===== src/rtl/get_reg_pkg.sv =====
// -----------------------------------------------------------------------------
// get_reg_pkg
// Shared constants, types and the ABI name table for the register-name lookup.
//   NAME_CHARS : maximum characters in a register name
//   NAME_W     : packed ASCII width of a name (8 bits per character)
//   IDX_W      : width of the register index (matches executer rd/rs fields)
//   reg_name_t : right-justified, zero-padded packed ASCII name
//   ERR_NAME   : "??" returned for indices above 31
//   abi_name() : 5-bit index -> ABI mnemonic case table
// -----------------------------------------------------------------------------
package get_reg_pkg;

   localparam int NAME_CHARS = 4;
   localparam int NAME_W     = 8 * NAME_CHARS;
   localparam int IDX_W      = 6;

   typedef logic [NAME_W-1:0] reg_name_t;

   localparam reg_name_t ERR_NAME = {16'h0000, "??"};

   // Full ABI table. The top only takes the fixed names (zero/ra/sp/gp/tp)
   // from here; the numbered t/s/a groups are assembled from a letter plus
   // decimal digits so they share the digit converter with the numeric build.
   function automatic reg_name_t abi_name(input logic [4:0] num);
      reg_name_t n;
      case (num)
         5'd0 : n = "zero";
         5'd1 : n = {16'h0000, "ra"};
         5'd2 : n = {16'h0000, "sp"};
         5'd3 : n = {16'h0000, "gp"};
         5'd4 : n = {16'h0000, "tp"};
         5'd5 : n = {16'h0000, "t0"};
         5'd6 : n = {16'h0000, "t1"};
         5'd7 : n = {16'h0000, "t2"};
         5'd8 : n = {16'h0000, "s0"};
         5'd9 : n = {16'h0000, "s1"};
         5'd10: n = {16'h0000, "a0"};
         5'd11: n = {16'h0000, "a1"};
         5'd12: n = {16'h0000, "a2"};
         5'd13: n = {16'h0000, "a3"};
         5'd14: n = {16'h0000, "a4"};
         5'd15: n = {16'h0000, "a5"};
         5'd16: n = {16'h0000, "a6"};
         5'd17: n = {16'h0000, "a7"};
         5'd18: n = {16'h0000, "s2"};
         5'd19: n = {16'h0000, "s3"};
         5'd20: n = {16'h0000, "s4"};
         5'd21: n = {16'h0000, "s5"};
         5'd22: n = {16'h0000, "s6"};
         5'd23: n = {16'h0000, "s7"};
         5'd24: n = {16'h0000, "s8"};
         5'd25: n = {16'h0000, "s9"};
         5'd26: n = {8'h00, "s10"};
         5'd27: n = {8'h00, "s11"};
         5'd28: n = {16'h0000, "t3"};
         5'd29: n = {16'h0000, "t4"};
         5'd30: n = {16'h0000, "t5"};
         default: n = {16'h0000, "t6"};
      endcase
      return n;
   endfunction

endpackage


===== src/rtl/get_reg_if.sv =====
// -----------------------------------------------------------------------------
// get_reg_if
// Request/response bundle for the register-name lookup.
//   req_valid : lookup request this cycle            (master -> slave)
//   idx       : register index to convert            (master -> slave)
//   name_vld  : name/err valid, one cycle after req  (slave -> master)
//   name      : packed ASCII name                    (slave -> master)
//   err       : index out of range (>31)             (slave -> master)
// -----------------------------------------------------------------------------
interface get_reg_if;
   import get_reg_pkg::*;

   logic             req_valid;
   logic [IDX_W-1:0] idx;
   logic             name_vld;
   reg_name_t        name;
   logic             err;

   modport master (
      output req_valid, idx,
      input  name_vld, name, err
   );

   modport slave (
      input  req_valid, idx,
      output name_vld, name, err
   );

endinterface


===== src/rtl/get_reg_dec2ascii.sv =====
// -----------------------------------------------------------------------------
// get_reg_dec2ascii
// Converts a 5-bit value (0..31) into one or two ASCII decimal digits.
//   val    : value to convert
//   digits : right-justified ASCII, upper byte 8'h00 for single-digit values
// -----------------------------------------------------------------------------
module get_reg_dec2ascii (
   input  logic [4:0]  val,
   output logic [15:0] digits
);

   logic [1:0] tens;
   logic [3:0] ones;

   // Range compares instead of divide: only four possible tens values.
   // ASCII '0'..'9' is simply 4'h3 followed by the BCD nibble.
   always_comb begin
      tens = 2'd0;
      ones = val[3:0];
      if (val >= 5'd30) begin
         tens = 2'd3;
         ones = 4'(val - 5'd30);
      end else if (val >= 5'd20) begin
         tens = 2'd2;
         ones = 4'(val - 5'd20);
      end else if (val >= 5'd10) begin
         tens = 2'd1;
         ones = 4'(val - 5'd10);
      end

      if (tens == 2'd0)
         digits = {8'h00, 4'h3, ones};
      else
         digits = {6'b001100, tens, 4'h3, ones};
   end

endmodule


===== src/rtl/get_reg.sv =====
// -----------------------------------------------------------------------------
// get_reg
// RISC-V integer register index -> ASCII name lookup for trace/print logic.
// One lookup per cycle, result registered one cycle after the request.
//   clk   : rising-edge clock
//   rst_n : asynchronous active-low reset
//   bus   : get_reg_if.slave (req_valid/idx in, name_vld/name/err out)
// Build option: define GET_REG_NUMERIC_EN for "x0".."x31" names instead of
// ABI mnemonics; out-of-range handling and timing are the same either way.
// -----------------------------------------------------------------------------
module get_reg (
   input  logic      clk,
   input  logic      rst_n,
   get_reg_if.slave  bus
);
   import get_reg_pkg::*;

   logic [4:0]  reg_num;
   logic        out_of_range;
   logic [7:0]  prefix;
   logic [4:0]  suffix_num;
   logic        use_table;
   logic [15:0] digits;
   reg_name_t   next_name;

   assign reg_num      = bus.idx[4:0];
   assign out_of_range = |bus.idx[IDX_W-1:5];

   get_reg_dec2ascii u_dec (
      .val    (suffix_num),
      .digits (digits)
   );

   // Split the index into a group letter and the number within that group.
   // Fixed names (zero/ra/sp/gp/tp) bypass this and come from the table.
   always_comb begin
      prefix     = 8'h00;
      suffix_num = 5'd0;
      use_table  = 1'b0;
`ifdef GET_REG_NUMERIC_EN
      prefix     = "x";
      suffix_num = reg_num;
`else
      if (reg_num < 5'd5) begin
         use_table = 1'b1;
      end else if (reg_num < 5'd8) begin
         prefix     = "t";
         suffix_num = reg_num - 5'd5;
      end else if (reg_num < 5'd10) begin
         prefix     = "s";
         suffix_num = reg_num - 5'd8;
      end else if (reg_num < 5'd18) begin
         prefix     = "a";
         suffix_num = reg_num - 5'd10;
      end else if (reg_num < 5'd28) begin
         prefix     = "s";
         suffix_num = reg_num - 5'd16;
      end else begin
         prefix     = "t";
         suffix_num = reg_num - 5'd25;
      end
`endif
   end

   // Assemble the right-justified name: the letter sits directly above the
   // highest digit byte, everything above it stays zero.
   always_comb begin
      if (out_of_range)
         next_name = ERR_NAME;
      else if (use_table)
         next_name = abi_name(reg_num);
      else if (digits[15:8] == 8'h00)
         next_name = {16'h0000, prefix, digits[7:0]};
      else
         next_name = {8'h00, prefix, digits};
   end

   // Output register: valid follows the request every cycle, name/err only
   // update on an accepted request so they hold across idle cycles.
   always_ff @(posedge clk or negedge rst_n) begin
      if (!rst_n) begin
         bus.name_vld <= 1'b0;
         bus.name     <= '0;
         bus.err      <= 1'b0;
      end else begin
         bus.name_vld <= bus.req_valid;
         if (bus.req_valid) begin
            bus.name <= next_name;
            bus.err  <= out_of_range;
         end
      end
   end

endmodule


===== src/flat_wrapper.sv =====
// flat-port wrapper written by rule: the top's interface ports become plain ports
module get_reg_flat import get_reg_pkg::*;
  (clk, rst_n, bus_req_valid, bus_idx, bus_name_vld, bus_name, bus_err);
  get_reg_if bus_i ();
  input  logic clk;
  input  logic rst_n;
  input wire logic [$bits(bus_i.req_valid)-1:0] bus_req_valid;
  input wire logic [$bits(bus_i.idx)-1:0] bus_idx;
  output wire logic [$bits(bus_i.name_vld)-1:0] bus_name_vld;
  output wire logic [$bits(bus_i.name)-1:0] bus_name;
  output wire logic [$bits(bus_i.err)-1:0] bus_err;
  assign bus_i.req_valid = bus_req_valid;
  assign bus_i.idx = bus_idx;
  assign bus_name_vld = bus_i.name_vld;
  assign bus_name = bus_i.name;
  assign bus_err = bus_i.err;
  get_reg u_core (.clk(clk), .rst_n(rst_n), .bus(bus_i));
endmodule

===== config.mk =====
export PLATFORM = sky130hd
export DESIGN_NAME = get_reg_flat
export DESIGN_NICKNAME = d
export VERILOG_FILES = /design/src/rtl/get_reg_pkg.sv /design/src/rtl/get_reg_if.sv /design/src/rtl/get_reg_dec2ascii.sv /design/src/rtl/get_reg.sv /design/src/flat_wrapper.sv
export SDC_FILE = /design/constraint.sdc
export NUM_CORES = 1
export LEC_CHECK = 0
export CORE_ASPECT_RATIO = 2
export CORE_UTILIZATION = 28
export CTS_CLUSTER_DIAMETER = 120
export CTS_CLUSTER_SIZE = 40
export DETAILED_ROUTE_END_ITERATION = 7
export PLACE_DENSITY = 0.51
export SYNTH_ARGS = -nofsm -noshare
export SYNTH_HDL_FRONTEND = slang
export SYNTH_HIERARCHICAL = 1
export SYNTH_SLANG_ARGS = --single-unit

===== constraint.sdc =====
create_clock -name clk -period 1.3 [get_ports clk]
set_input_delay 0.195 -clock clk [delete_from_list [all_inputs] [get_ports clk]]
set_output_delay 0.195 -clock clk [all_outputs]
set_load 0.01 [all_outputs]

Yosys cells after proc, flatten, opt, wreduce, memory -nomap -nowiden
Memories as Yosys holds them, arrays and structs flattened.
Index checks and enable logic that the tools add are counted.
- output and inout port bits: 34
- bits in latches: 0
- input port bits: 9
- bits in read-only memories: 704
- bits in registers: 34
- memories: 1
- logic and storage cells: 43
- RAM bits: 0
- memories (memory ; depth ; bits a word ; read ports ; clocked after Yosys merged registers in ; wr ports ; RTL line ; source):
    (name not given) ; 32 ; 22 ; 1 ; 0 ; 0 ; get_reg_pkg.sv:26 ; case (num)
- eq/ne operators: 0
- bitwise operators: 0
- div/mod/pow operators: 0
- mux-type cells: 21
- magnitude comparators: 8
- reductions and logical operators: 2
- shift operators: 0
- $mul: 0
- add/subtract/negate cells: 8
- operators by type and width (kind ; count):
    $mux W32 ; 2
    $mux W8 ; 4
    $mux W5 ; 5
    $mux W24 ; 1
    $mux W14 ; 1
    $mux W4 ; 3
    $ge A5 B5 Y1 const B ; 2
    $lt A5 B4 Y1 const B ; 2
    $lt A5 B5 Y1 const B ; 2
    $sub A5 B4 Y5 const B ; 2
    $sub A5 B5 Y5 const B ; 2
    $logic_not A8 Y1 ; 1
    $sub A4 B4 Y4 const B ; 2
    $ge A5 B4 Y1 const B ; 1
    $lt A5 B3 Y1 const B ; 1
    $sub A5 B3 Y5 const B ; 1
    $mux W2 ; 2
    $sub A4 B3 Y4 const B ; 1
    $mux W3 ; 1
    $logic_not A2 Y1 ; 1
    $mux W1 ; 2

Longest topological paths before layout
Gate-level depths: netlist (run 1).
- depth in word-level cells: 16
- depth in mapped cells: 19
- mapped depth without buffers: 17

Cells and area by module
Netlist (run 1), hierarchy kept.
- modules (own cells, without submodules) (module ; seq. area each (um^2) ; cells each ; area an instance (um^2) ; times used):
    get_reg ; 600.6 ; 224 ; 1966.9 ; 1
    get_reg_dec2ascii ; 0.0 ; 45 ; 377.9 ; 1

Worst setup path before layout (run 1)
OpenSTA, ideal clock, no wires.
- kind: input port to flip-flop
- start point: input port bus_idx[4]
- end point: register u_core.bus.name[22]
- slack: -2.238 ns
- buffers on the path: 2
- required time: 1.167 ns
- data arrival time: 3.405 ns
- library setup time: 0.133 ns
- stages: 18
- cells stage by stage: buf_4 -> clkinv_1 -> ha_1 -> nor2b_1 -> or2_2 -> o21ai_0 -> a221oi_1 -> a21oi_1 -> inv_1 -> ha_1 -> a311oi_4 -> inv_1 -> buf_4 -> nor4_1 -> nand2_1 -> o21ai_2 -> o21bai_1 -> o21ai_0
- longest elaborated chain between the ends: 16
- elaborated cells between the ends (all ways): 32
- classes of those cells: add/sub: 5; order compare: 8; mux: 16; reduce/logical: 2; memory: 1
- ends and longest elaborated chain (item ; RTL line ; source):
    start, declared ; flat_wrapper.sv:8 ; input wire logic [$bits(bus_i.idx)-1:0] bus_idx;
    $lt A5 B5 Y1 ; get_reg.sv:55 ; end else if (reg_num < 5'd28) begin
    $mux W5 ; get_reg.sv:55 ;
    $mux W5 ; get_reg.sv:52 ; end else if (reg_num < 5'd18) begin
    $mux W5 ; get_reg.sv:49 ; end else if (reg_num < 5'd10) begin
    $mux W5 ; get_reg.sv:46 ; end else if (reg_num < 5'd8) begin
    $mux W5 (*) ; get_reg.sv:44 ; if (reg_num < 5'd5) begin
    named net u_core.suffix_num[2] ; get_reg.sv:21 ; logic [4:0] suffix_num;
    $ge A5 B4 Y1 ; get_reg_dec2ascii.sv:26 ; end else if (val >= 5'd10) begin
    (+2 left out) ; n/a ;
    $mux W2 (*) ; get_reg_dec2ascii.sv:20 ; if (val >= 5'd30) begin
    $logic_not A2 Y1 (*) ; get_reg_dec2ascii.sv:31 ; if (tens == 2'd0)
    $mux W14 (*) ; get_reg_dec2ascii.sv:31 ;
    named net u_core.digits[12] ; get_reg.sv:23 ; logic [15:0] digits;
    $logic_not A8 Y1 (*) ; get_reg.sv:72 ; else if (digits[15:8] == 8'h00)
    $mux W24 (*) ; get_reg.sv:72 ;
    $mux W32 (*) ; get_reg.sv:70 ; else if (use_table)
    $mux W32 (*) ; get_reg.sv:68 ; if (out_of_range)
    end signal, assigned ; get_reg.sv:88 ; bus.name <= next_name;
    end, declared ; get_reg_if.sv:26 ; output name_vld, name, err
The timed path passes the listed nets; every way through them passes the cells marked *.
A chain may end at the register's enable or synchronous reset.

Final worst setup path (run 1)
- start point: input port bus_idx[3]
- end point: register u_core.bus.name[14]
- longest elaborated chain between the ends: 16
- elaborated cells between the ends (all ways): 32
- classes of those cells: add/sub: 5; order compare: 8; mux: 16; reduce/logical: 2; memory: 1
- ends and longest elaborated chain (item ; RTL line):
    $lt A5 B5 Y1 ; get_reg.sv:55
    $mux W5 ; get_reg.sv:55
    $mux W5 ; get_reg.sv:52
    $mux W5 ; get_reg.sv:49
    $mux W5 ; get_reg.sv:46
    $mux W5 (*) ; get_reg.sv:44
    named net u_core.suffix_num[1] ; get_reg.sv:21
    $ge A5 B4 Y1 ; get_reg_dec2ascii.sv:26
    (+2 left out) ; n/a
    $mux W2 (*) ; get_reg_dec2ascii.sv:20
    $logic_not A2 Y1 ; get_reg_dec2ascii.sv:31
    $mux W14 (*) ; get_reg_dec2ascii.sv:31
    named net u_core.digits[8] ; get_reg.sv:23
    $logic_not A8 Y1 (*) ; get_reg.sv:72
    $mux W24 (*) ; get_reg.sv:72
    $mux W32 (*) ; get_reg.sv:70
    $mux W32 (*) ; get_reg.sv:68
Marks and branches as above.

==> results of run 1 <==
-- Yosys cell counts, drive strengths merged, types with 2 or more instances --
cell	n	area share
ha	23	0.12
o211ai	4	0.013
o41ai	2	0.011
o31a	2	0.0075
nand4	2	0.0053
mux2	2	0.0096
conb	3	0.0048
a21boi	3	0.0096
buf	32	0.11
o22a	2	0.0075
xnor2	4	0.015
a32o	2	0.0085
nor3b	2	0.0064
a211oi	3	0.0096
o22ai	5	0.013
a21oi	21	0.050
nor2b	6	0.019
a31oi	2	0.0053
and2	5	0.014
dfrtp	24	0.26
nand3	8	0.017
o311ai	2	0.0075
a21o	3	0.016
nor2	15	0.024
nand2	14	0.022
inv	24	0.038
nor4	3	0.014
o21ai	21	0.048
o31ai	2	0.0085
mux2i	5	0.021
nand2b	3	0.0080
-- through the flow --
stage,power (mW),hold WS (ps),setup WS [ps]
6_report,3.029,293.5,-1548
5_1_grt,3.187,322.0,-1655
4_1_cts,3.021,311.3,-1571
3_5_place_dp,2.149,490.3,-2469
3_3_place_gp,2.143,481.7,-2436
2_1_floorplan,1.645,-100.6,-1639
-- cell usage in the layout, fill, tap and decap left out, types with 4 or more instances in the layout --
master          n
buf_4          69
dlygate4sd2_1  28
dfrtp_1        24
buf_6          18
a21oi_1        16
inv_1          15
nor2_1         13
conb_1         13
nand2_1        12
ha_4           10
nand3_1         8
o21ai_0         8
ha_1            8
o21ai_1         7
inv_2           5
mux2i_1         5
ha_2            5
o21ai_2         4
nor2b_4         4
a21oi_2         4
o22ai_1         4
o211ai_1        4
-- cell families after synthesis --
| group | after synthesis | synth area share |
|---|---|---|
| AOI/OAI and AO/OA | 85 | 0.2626 |
| xor gates and xnor gates | 5 | 0.01868 |
| adders and majority gates | 23 | 0.1227 |
| buffers and inverters | 59 | 0.1510 |
| DFF | 24 | 0.2561 |
| muxes | 8 | 0.04055 |
| other | 3 | 0.004802 |
| and+or+nand+nor | 62 | 0.1435 |
-- how the worst max path moves through the flow --
| stage | startpoint | endpoint | cells after the start |
|---|---|---|---|
| floorplan | bus_idx[4] | u_core/bus.name[16] | 17 |
| global placement | bus_idx[1] | u_core/bus.name[16] | 20 |
| detailed placement | bus_idx[1] | u_core/bus.name[16] | 20 |
| CTS | bus_idx[4] | u_core/bus.name[16] | 20 |
| global route | bus_idx[4] | u_core/bus.name[22] | 18 |
| finish | bus_idx[3] | u_core/bus.name[14] | 19 |
-- repair_timing --
action,CTS,global route
gates resized for setup,124,8
hold endpoints to repair,0,0
setup buffers,21,1
endpoints found under the setup margin,47,19
pin swaps,26,14
-- layout make-up --
cell class / instances / area share
clock buffer: 3 / 0.01954
inverter: 25 / 0.03290
multi-input combinational: 196 / 0.4798
sequential: 24 / 0.1564
tap: 96 / 0.03127
timing repair buffer: 124 / 0.2801
-- power groups by stage --
stage	combinational, mW	sequential (mW)	clock [mW]
CTS	1.48	0.869	0.675
detailed placement	1.26	0.885	0
global placement	1.26	0.883	0
finish	1.50	0.865	0.663
floorplan	0.730	0.915	0
global route	1.61	0.876	0.700
-- metal layers --
metal	vias up	global-route usage
met5	-	0
li1	1120	-
met2	62	0.3305
met1	1129	0.1559
met4	0	0.1288
met3	28	0.006944
-- state kept, by name, indices dropped and copies added, names as in the netlist --
| signal | flops |
|---|---|
| u_core/bus.name | 22 |
| u_core/bus.err | 1 |
| u_core/bus.name_vld | 1 |
-- critical path, cell delays in order --
cell	delay, ps
buf_6	100
buf_6	110
inv_6	50
ha_4	140
nor2b_4	230
and2_4	180
a21oi_2	30
o21ai_2	130
a22o_4	200
inv_4	50
ha_1	190
nor2b_4	140
o31a_1	330
o21ai_4	200
nor4_4	60
and2_1	170
buf_4	150
o311ai_4	200
o21ai_1	100
==> out/results.ini, run 1 <==
[clocking]
clk_latency_ps = 260
cts_buffers = 3
cts_root_buf = clkbuf_16
cts_hold_buf = 0
cts_tree = yes
clock_sinks = 24
clockBufferDepth = 2
htree_levels = 1
path_clk_slew_ps = 60

[setup_path]
crit_type = input pin to flop
worstRegToRegCells = 4
end_kind = flop
worst-path-max-fanout = 6
setup.worst_path.start_class = input pin
cp.required_ps = 1440
ff2ff_setup_slack_ps = 410
r2r-start = u_core/bus.name[29]
regToRegEndpoint = u_core/bus.name[29]
arrival_ps = 2990

[synthesis]
synth-seq-cells = 24
yosys_warnings = 6
netlist_instances = 269
async_flop_share = 1.000
syn_area_per_cell_sq_um = 8.717
syn_area_sq_um = 2345
synth_edf_count = 0
synthFlopType = dfrtp_1
synth_seq_area_share = 0.2561
synthDistinctLibCells = 64

[power_and_ir_drop]
pwr-share-seq = 0.286
internal_power_mw = 2.000
p_switching_mw = 1.029
p_comb_frac = 0.495
power_frac_clock = 0.219
swShare = 0.3398
peakVddDrop_uv = 364.0
leakage_nw = 1.674
power_density_nw_per_um2 = 788.6

[floorplan]
die_h_um = 131.4
io_pins = 43
die_width_um = 66.71
initial_utilization = 0.2931
rows = 46
dieArea_sq_um = 8766
coreArea_sq_um = 8000

[job]
max_cap_violations = 0

[place]
dp_hpwl_um = 5541
dp_cells = 444
gp_congestion = 0.8273
port_buffers = 37
place_area_sq_um = 3284

[global_routing]
antenna_found_initial = 0
grt_usage = 0.1720
grt_pass1_wl_um = 11520
grt-ovfl-total = 0
grt_pass1_vias = 2455
grt_start_max_net_pins = 25

[route]
wl_met3_um = 155
wl_met1_um = 2319
wl_per_cell_um = 15.18
vias = 2339
vias_per_cell = 4.998
route.detailed.drc = 0
antenna_left = 0
met2_wirelength_um = 4155
firstDrtPassIters = 4
drt-initial-drc-count = 83
top_layer_used = met4
drt-total-wl_um = 7106

[cells_and_area]
fill_cells = 780
antenna_cells = 0
final_cell_area_sq_um = 3841
multi_input_area_sq_um = 1843
finish.utilization = 0.4801
drive_gt1_frac = 0.4570
final_cells = 468
fin_nets = 406
area_growth_pct = 63.82
sequential_cell_area_sq_um = 600.6

[sta]
fmax_mhz = 351.1
drv_slew = 0
fin_tns_setup_ps = -20390
setup_viol = 16
fin_crit_sh = 2.191
finClkSkew_ps = 0
worst_slack_ps = -1548
rsz0062_at_grt = yes
hold_violations = 0
post-route-min-period_ps = 2848

[min_path]
hp-class = input pin to async pin

[run_status]
violations = negative setup slack
status = finished, violations left

(Power assumes the default switching activity.)
==> inputs of run 2 (changes only) <==
--- a/config.mk
+++ b/config.mk
@@ -10,7 +10,7 @@
 export CTS_CLUSTER_DIAMETER = 120
 export CTS_CLUSTER_SIZE = 40
 export DETAILED_ROUTE_END_ITERATION = 7
-export PLACE_DENSITY = 0.51
+export PLACE_DENSITY = 0.53
 export SYNTH_ARGS = -nofsm -noshare
 export SYNTH_HDL_FRONTEND = slang
 export SYNTH_HIERARCHICAL = 1
==> constraint.sdc (replaced) <==
create_clock -name clk -period 2.5 [get_ports clk]
set_input_delay 0.375 -clock clk [delete_from_list [all_inputs] [get_ports clk]]
set_output_delay 0.375 -clock clk [all_outputs]
set_load 0.01 [all_outputs]
==> run 2 against run 1 <==
Net effect:
- the flow still finishes with violations (negative setup slack)
- clock power decreased by 48%
- worst setup slack improved by 1000 ps
- flip-flop and latch count is the same
- largest cell class unchanged
- highest routed layer unchanged
==> out/results.ini, run 2 (synthesis results as in run 1) <==
[global_routing]
grt_pass1_wl_um = 11070  ; was 11520 um
grt_start_max_net_pins = 28  ; was 25
grt_usage = 0.1662  ; was 0.1720
grt_pass1_vias = 2290  ; was 2455
antenna_found_initial = 0  ; unchanged
grt-ovfl-total = 0  ; unchanged

[floorplan]
rows = 46  ; unchanged
die_h_um = 131.4  ; unchanged
initial_utilization = 0.2931  ; unchanged
coreArea_sq_um = 8000  ; unchanged
dieArea_sq_um = 8766  ; unchanged
die_width_um = 66.71  ; unchanged
io_pins = 43  ; unchanged

[cells_and_area]
multi_input_area_sq_um = 1737  ; was 1843 sq um
sequential_cell_area_sq_um = 600.6  ; unchanged
fill_cells = 785  ; was 780
final_cell_mix = buf_4 (65), clkdlybuf4s50_1 (32), dfrtp_1 (24)  ; was buf_4 (69), dlygate4sd2_1 (28), dfrtp_1 (24)
top_regs = u_core/bus.name x22, u_core/bus.err x1, u_core/bus.name_vld x1  ; unchanged
largest_reg_flops = 22  ; unchanged
area_growth_pct = 54.16  ; was 63.82%
antenna_cells = 0  ; unchanged
drive_gt1_frac = 0.4162  ; was 0.4570
regMostFlops = u_core/bus.name  ; unchanged
fin_nets = 392  ; was 406
layout_commonest_cell = buf_4  ; unchanged

[setup_path]
cp.required_ps = 2640  ; was 1440 ps
crit_slowest_cell = o31a_1  ; unchanged
end_kind = flop  ; unchanged
worstRegToRegCells = 1  ; was 4
arrival_ps = 3160  ; was 2990 ps
crit_type = input pin to flop  ; unchanged
r2r-start = u_core/bus.err  ; was u_core/bus.name[29]
critPathMaxStageDelay_ps = 320  ; was 330 ps
crit_chain = buf_8, buf_6, clkinv_8, ha_4, nor2b_4, o31a_1, and2_4, a22o_4, inv_4, ha_4, nor2b_4, a311oi_4, inv_2, buf_12, nor4_4, nand2_2, o21ai_2, o21bai_4, o22ai_1  ; was buf_6, buf_6, inv_6, ha_4, nor2b_4, and2_4, a21oi_2, o21ai_2, a22o_4, inv_4, ha_1, nor2b_4, o31a_1, o21ai_4, nor4_4, and2_1, buf_4, o311ai_4, o21ai_1
setup.worst_path.start_class = input pin  ; unchanged
startpoint = bus_idx[4]  ; was bus_idx[3]
worst-path-max-fanout = 4  ; was 6

[sta]
post-route-min-period_ps = 3027
fin_crit_sh = 1.211
fin_tns_setup_ps = -5975  ; was -20390 ps
finClkSkew_ps = 0  ; unchanged
fmax_mhz = 330.3
worst_slack_ps = -527.1  ; was -1548 ps
hold_violations = 0  ; unchanged
rsz0062_at_grt = yes  ; unchanged
setup_viol = 14  ; was 16
drv_slew = 0  ; unchanged

[clocking]
cts_root_buf = clkbuf_16  ; unchanged
clockBufferDepth = 2  ; unchanged
htree_levels = 1  ; unchanged
path_clk_slew_ps = 60  ; about the same
cts_tree = yes  ; unchanged
clk_latency_ps = 260  ; about the same
clock_sinks = 24  ; unchanged
cts_buffers = 3  ; unchanged

[power_and_ir_drop]
power_density_nw_per_um2 = 429.9  ; was 788.6 nW/um^2
p_total_mw = 1.554  ; was 3.029 mW
leakage_nw = 1.521  ; was 1.674 nW
peakVddDrop_uv = 205.9  ; was 364.0 uV

[place]
gp_congestion = 0.9194  ; was 0.8273
dp_slack_ps = -1508  ; was -2469 ps
port_buffers = 37  ; unchanged
dp_hpwl_um = 5461  ; was 5541 um

[run_status]
violations = negative setup slack  ; unchanged
status = finished, violations left  ; unchanged

[route]
route.detailed.drc = 0  ; unchanged
antenna_left = 0  ; unchanged
drt-total-wl_um = 6885  ; was 7106 um
firstDrtPassIters = 4  ; unchanged
drt-initial-drc-count = 132  ; was 83
vias_per_cell = 4.894  ; was 4.998
vias = 2222  ; was 2339
wl_per_cell_um = 15.17  ; was 15.18 um

[min_path]
hp-class = input pin to async pin  ; unchanged

[job]
max_cap_violations = 0  ; unchanged

==> run 2: cell count changes in the layout (fill, tap and decap cells not counted), sizes merged <==
cell	delta
buf	-17
clkbuf	+1
clkdlybuf4s15	+1
clkdlybuf4s50	+29
dlygate4sd2	-28
==> run 2: path summary, 6_finish.rpt <==
kind | end | slack [ps]
worst max-delay path | u_core/bus.name[16] | -530
worst min-delay path | u_core/bus.name[5] | 480
worst max register to register | u_core/bus.err | 1760
worst min register to register | u_core/bus.name[8] | 480
max in group asynchronous | u_core/bus.name[16] | 1780
min in group clk | u_core/bus.name[8] | 480
==> run 2: layout make-up <==
| class | count | area share |
|---|---|---|
| clock buffers | 3 | 0.02077 |
| flip-flops and latches | 24 | 0.1661 |
| repair buffers | 110 | 0.2658 |
| well taps | 96 | 0.03323 |
| inverters | 25 | 0.03358 |
| multi-input cells | 196 | 0.4804 |
==> run 2: worst max-delay path, delay by kind of cell <==
kind	cells	cell delay, ps
compound gates	6	1270
fa+ha+maj	2	280
buf+inv	6	600
simple gates	5	630
==> run 2: repair_timing <==
action / 4_1_cts / 5_1_grt
pin swaps: 22 / 6
setup endpoints to repair: 14 / 14
resized for setup: 59 / 8
setup buffers: 15 / 2
hold buffers: 0 / 0
cloned: 1 / 0
==> run 2: metrics by stage <==
stage	cell area, sq um	util	std cells	hold slack [ps]
floorplan	2592	-	279	79.41
global placement	3197	0.3996	433	465.5
detailed placement	3197	0.3996	433	475.2
CTS	3580	0.4475	452	488.5
global route	3615	0.4518	454	513.8
finish	3615	0.4518	454	482.2
==> run 2: power breakdown <==
group | internal [mW] | switching (mW)
clock | 0.212 | 0.133
sequential | 0.429 | 0.0237
combinational | 0.401 | 0.355
==> run 2: routing by layer <==
metal | global-route usage | up-vias | part of all wire
met1 | 0.1579 | 1080 | 0.34
li1 | - | 1087 | -
met3 | 0.005208 | 11 | 0.013
met4 | 0.07447 | 0 | 0.029
met2 | 0.3367 | 44 | 0.61
met5 | 0 | - | 0
==> inputs of run 3 (changes only) <==
--- a/config.mk
+++ b/config.mk
@@ -6,11 +6,11 @@
 export NUM_CORES = 1
 export LEC_CHECK = 0
 export CORE_ASPECT_RATIO = 2
-export CORE_UTILIZATION = 28
+export CORE_UTILIZATION = 48
 export CTS_CLUSTER_DIAMETER = 120
 export CTS_CLUSTER_SIZE = 40
 export DETAILED_ROUTE_END_ITERATION = 7
-export PLACE_DENSITY = 0.53
+export PLACE_DENSITY = 0.8
 export SYNTH_ARGS = -nofsm -noshare
 export SYNTH_HDL_FRONTEND = slang
 export SYNTH_HIERARCHICAL = 1
==> run 3 against run 2 <==
Net effect:
- the run still ends with negative setup slack left
- count of clock-buffer cells in the layout is the same
- global-route usage grew 16 points
- first-iteration DRC count shrank 27%
- non-clock buffer count grew 8
- hold slack lost 29 ps
- critical endpoint is now u_core/bus.name[10]
- largest cell class unchanged
- largest power group unchanged
- highest routed layer unchanged
==> out/results.ini, run 3 (synthesis results as in run 1) <==
[route]
vias_per_cell = 5.869  ; was 4.894
vias = 2471  ; was 2222
route.detailed.drc = 0  ; unchanged
wl_per_cell_um = 19.39  ; was 15.17 um
antenna_left = 0  ; unchanged
drt-total-wl_um = 8164  ; was 6885 um
firstDrtPassIters = 4  ; unchanged
drt-initial-drc-count = 96  ; was 132

[place]
place_area_sq_um = 3176  ; was 3197 sq um
gp_congestion = 0.9281  ; was 0.9194
dp_slack_ps = -1466  ; was -1508 ps
dp_hpwl_um = 5332  ; was 5461 um
port_buffers = 37  ; unchanged

[sta]
post-route-min-period_ps = 3115  ; was 3027 ps
fmax_mhz = 321.0  ; was 330.3 MHz
max_slew_margin = 0.5734
rsz0062_at_grt = yes  ; unchanged
drv_slew = 0  ; unchanged
finClkSkew_ps = 0  ; unchanged
hold_violations = 0  ; unchanged
fin_hold_ws_ps = 453.7  ; was 482.2 ps
fin_crit_sh = 1.246  ; was 1.211
worst_slew_pin_slew_ps = 638.5
worst_slack_ps = -615.4  ; was -527.1 ps
setup_viol = 14  ; unchanged

[clocking]
clock_sinks = 24  ; unchanged
path_clk_slew_ps = 80  ; was 60 ps
cts_hold_buf = 0  ; unchanged
cts_tree = yes  ; unchanged
htree_levels = 1  ; unchanged
clockBufferDepth = 2  ; unchanged
cts_root_buf = clkbuf_8  ; was clkbuf_16
cts_buffers = 3  ; unchanged
clk_latency_ps = 260  ; about the same

[cells_and_area]
fin_nets = 400  ; was 392
regMostFlops = u_core/bus.name  ; unchanged
antenna_cells = 0  ; unchanged
top_regs = u_core/bus.name x22, u_core/bus.err x1, u_core/bus.name_vld x1  ; unchanged
drive_gt1_frac = 0.4426  ; was 0.4162
final_cell_area_sq_um = 3700  ; was 3615 sq um
largest_reg_flops = 22  ; unchanged
final_cell_mix = buf_4 (69), clkdlybuf4s50_1 (32), dfrtp_1 (24)  ; was buf_4 (65), clkdlybuf4s50_1 (32), dfrtp_1 (24)
layout_commonest_cell = buf_4  ; unchanged
area_growth_pct = 57.79  ; was 54.16%
fill_cells = 292  ; was 785

[setup_path]
crit_slowest_cell = o31a_1  ; unchanged
crit_type = input pin to flop  ; unchanged
arrival_ps = 3260  ; was 3160 ps
r2r-start = u_core/bus.name[12]  ; was u_core/bus.err
end_kind = flop  ; unchanged
crit_chain = buf_8, buf_6, inv_6, buf_6, ha_4, a21o_1, o31a_1, and2_4, a22o_4, inv_4, buf_6, ha_4, nor2b_4, o31a_1, o21ai_4, nor4_4, and2_4, a211oi_4, a31oi_1, o22a_1  ; was buf_8, buf_6, clkinv_8, ha_4, nor2b_4, o31a_1, and2_4, a22o_4, inv_4, ha_4, nor2b_4, a311oi_4, inv_2, buf_12, nor4_4, nand2_2, o21ai_2, o21bai_4, o22ai_1
cp.required_ps = 2650  ; was 2640 ps
startpoint = bus_idx[3]  ; was bus_idx[4]
worst-path-max-fanout = 5  ; was 4
worstRegToRegCells = 2  ; was 1
cpMostUsedCell = buf_6
regToRegEndpoint = u_core/bus.name[12]  ; was u_core/bus.err
critPathMaxStageDelay_ps = 320  ; about the same
setup.worst_path.start_class = input pin  ; unchanged
ff2ff_setup_slack_ps = 1740  ; was 1760 ps

[floorplan]
dieArea_sq_um = 5185  ; was 8766 sq um
coreArea_sq_um = 4642  ; was 8000 sq um
rows = 35  ; was 46
initial_utilization = 0.5051  ; was 0.2931
die_width_um = 51.42  ; was 66.71 um
io_pins = 43  ; unchanged
die_h_um = 100.8  ; was 131.4 um

[run_status]
violations = negative setup slack  ; unchanged
status = finished, violations left  ; unchanged

[global_routing]
grt-ovfl-total = 0  ; unchanged
grt_start_max_net_pins = 28  ; unchanged
grt_pass1_vias = 2408  ; was 2290
grt_usage = 0.3217  ; was 0.1662
grt_pass1_wl_um = 12380  ; was 11070 um
antenna_found_initial = 0  ; unchanged

[power_and_ir_drop]
power_density_nw_per_um2 = 413.5  ; was 429.9 nW/um^2
p_total_mw = 1.530  ; was 1.554 mW
leakage_nw = 1.572  ; was 1.521 nW
peakVddDrop_uv = 363.3  ; was 205.9 uV

[min_path]
hp-class = input pin to async pin  ; unchanged

[job]
max_cap_violations = 0  ; unchanged

-- run 3: report_power, final --
group | leakage [nW] | switching (mW) | internal [mW]
clock network | 0.0216 | 0.116 | 0.108
logic | 1.27 | 0.415 | 0.437
registers | 0.277 | 0.0256 | 0.428
total | 1.57 | 0.557 | 0.973
-- run 3: how the worst max path moves through the flow --
stage,endpoint
detailed placement,u_core/bus.name[16]
finish,u_core/bus.name[10]
floorplan,u_core/bus.name[16]
global placement,u_core/bus.name[10]
CTS,u_core/bus.name[16]
global route,u_core/bus.name[8]
-- run 3: timing repair --
action                     CTS  global route
setup buffers               18             4
setup endpoints to repair   14            14
pin swaps                   24            22
gates resized for setup     74            17
-- run 3: layer usage --
layer / vias to the layer above / GRT usage / wire (um)
met1: 1181 / 0.3237 / 2651
met2: 133 / 0.6054 / 4537
met4: 0 / 0.1933 / 589
met3: 46 / 0.02715 / 386
li1: 1111 / - / -
met5: - / 0 / 0
-- run 3: worst max-delay path: cells and delay by family --
kind / cells / cell delay (ps)
AOI/OAI and AO/OA: 8 / 1500
buffers and inverters: 6 / 540
and+or+nand+nor: 4 / 540
adders and majority gates: 2 / 300
-- run 3: metrics by stage --
stage / utilization / std cells / setup TNS [ps]
6_report: 0.7970 / 421 / -7330
5_1_grt: 0.7970 / 421 / -9278
4_1_cts: 0.7698 / 417 / -6731
3_5_place_dp: 0.6841 / 396 / -17800
3_3_place_gp: 0.6841 / 396 / -16480
2_1_floorplan: - / 279 / -5740
-- run 3: cell type report --
class                      instances  area, sq um  area share
multi-input combinational        196         1842      0.4978
timing repair buffer             118         1026      0.2773
sequential                        24        600.6      0.1623
inverter                          25        121.4     0.03280
clock buffer                       3        41.29     0.01116
tap                               55        68.82     0.01860
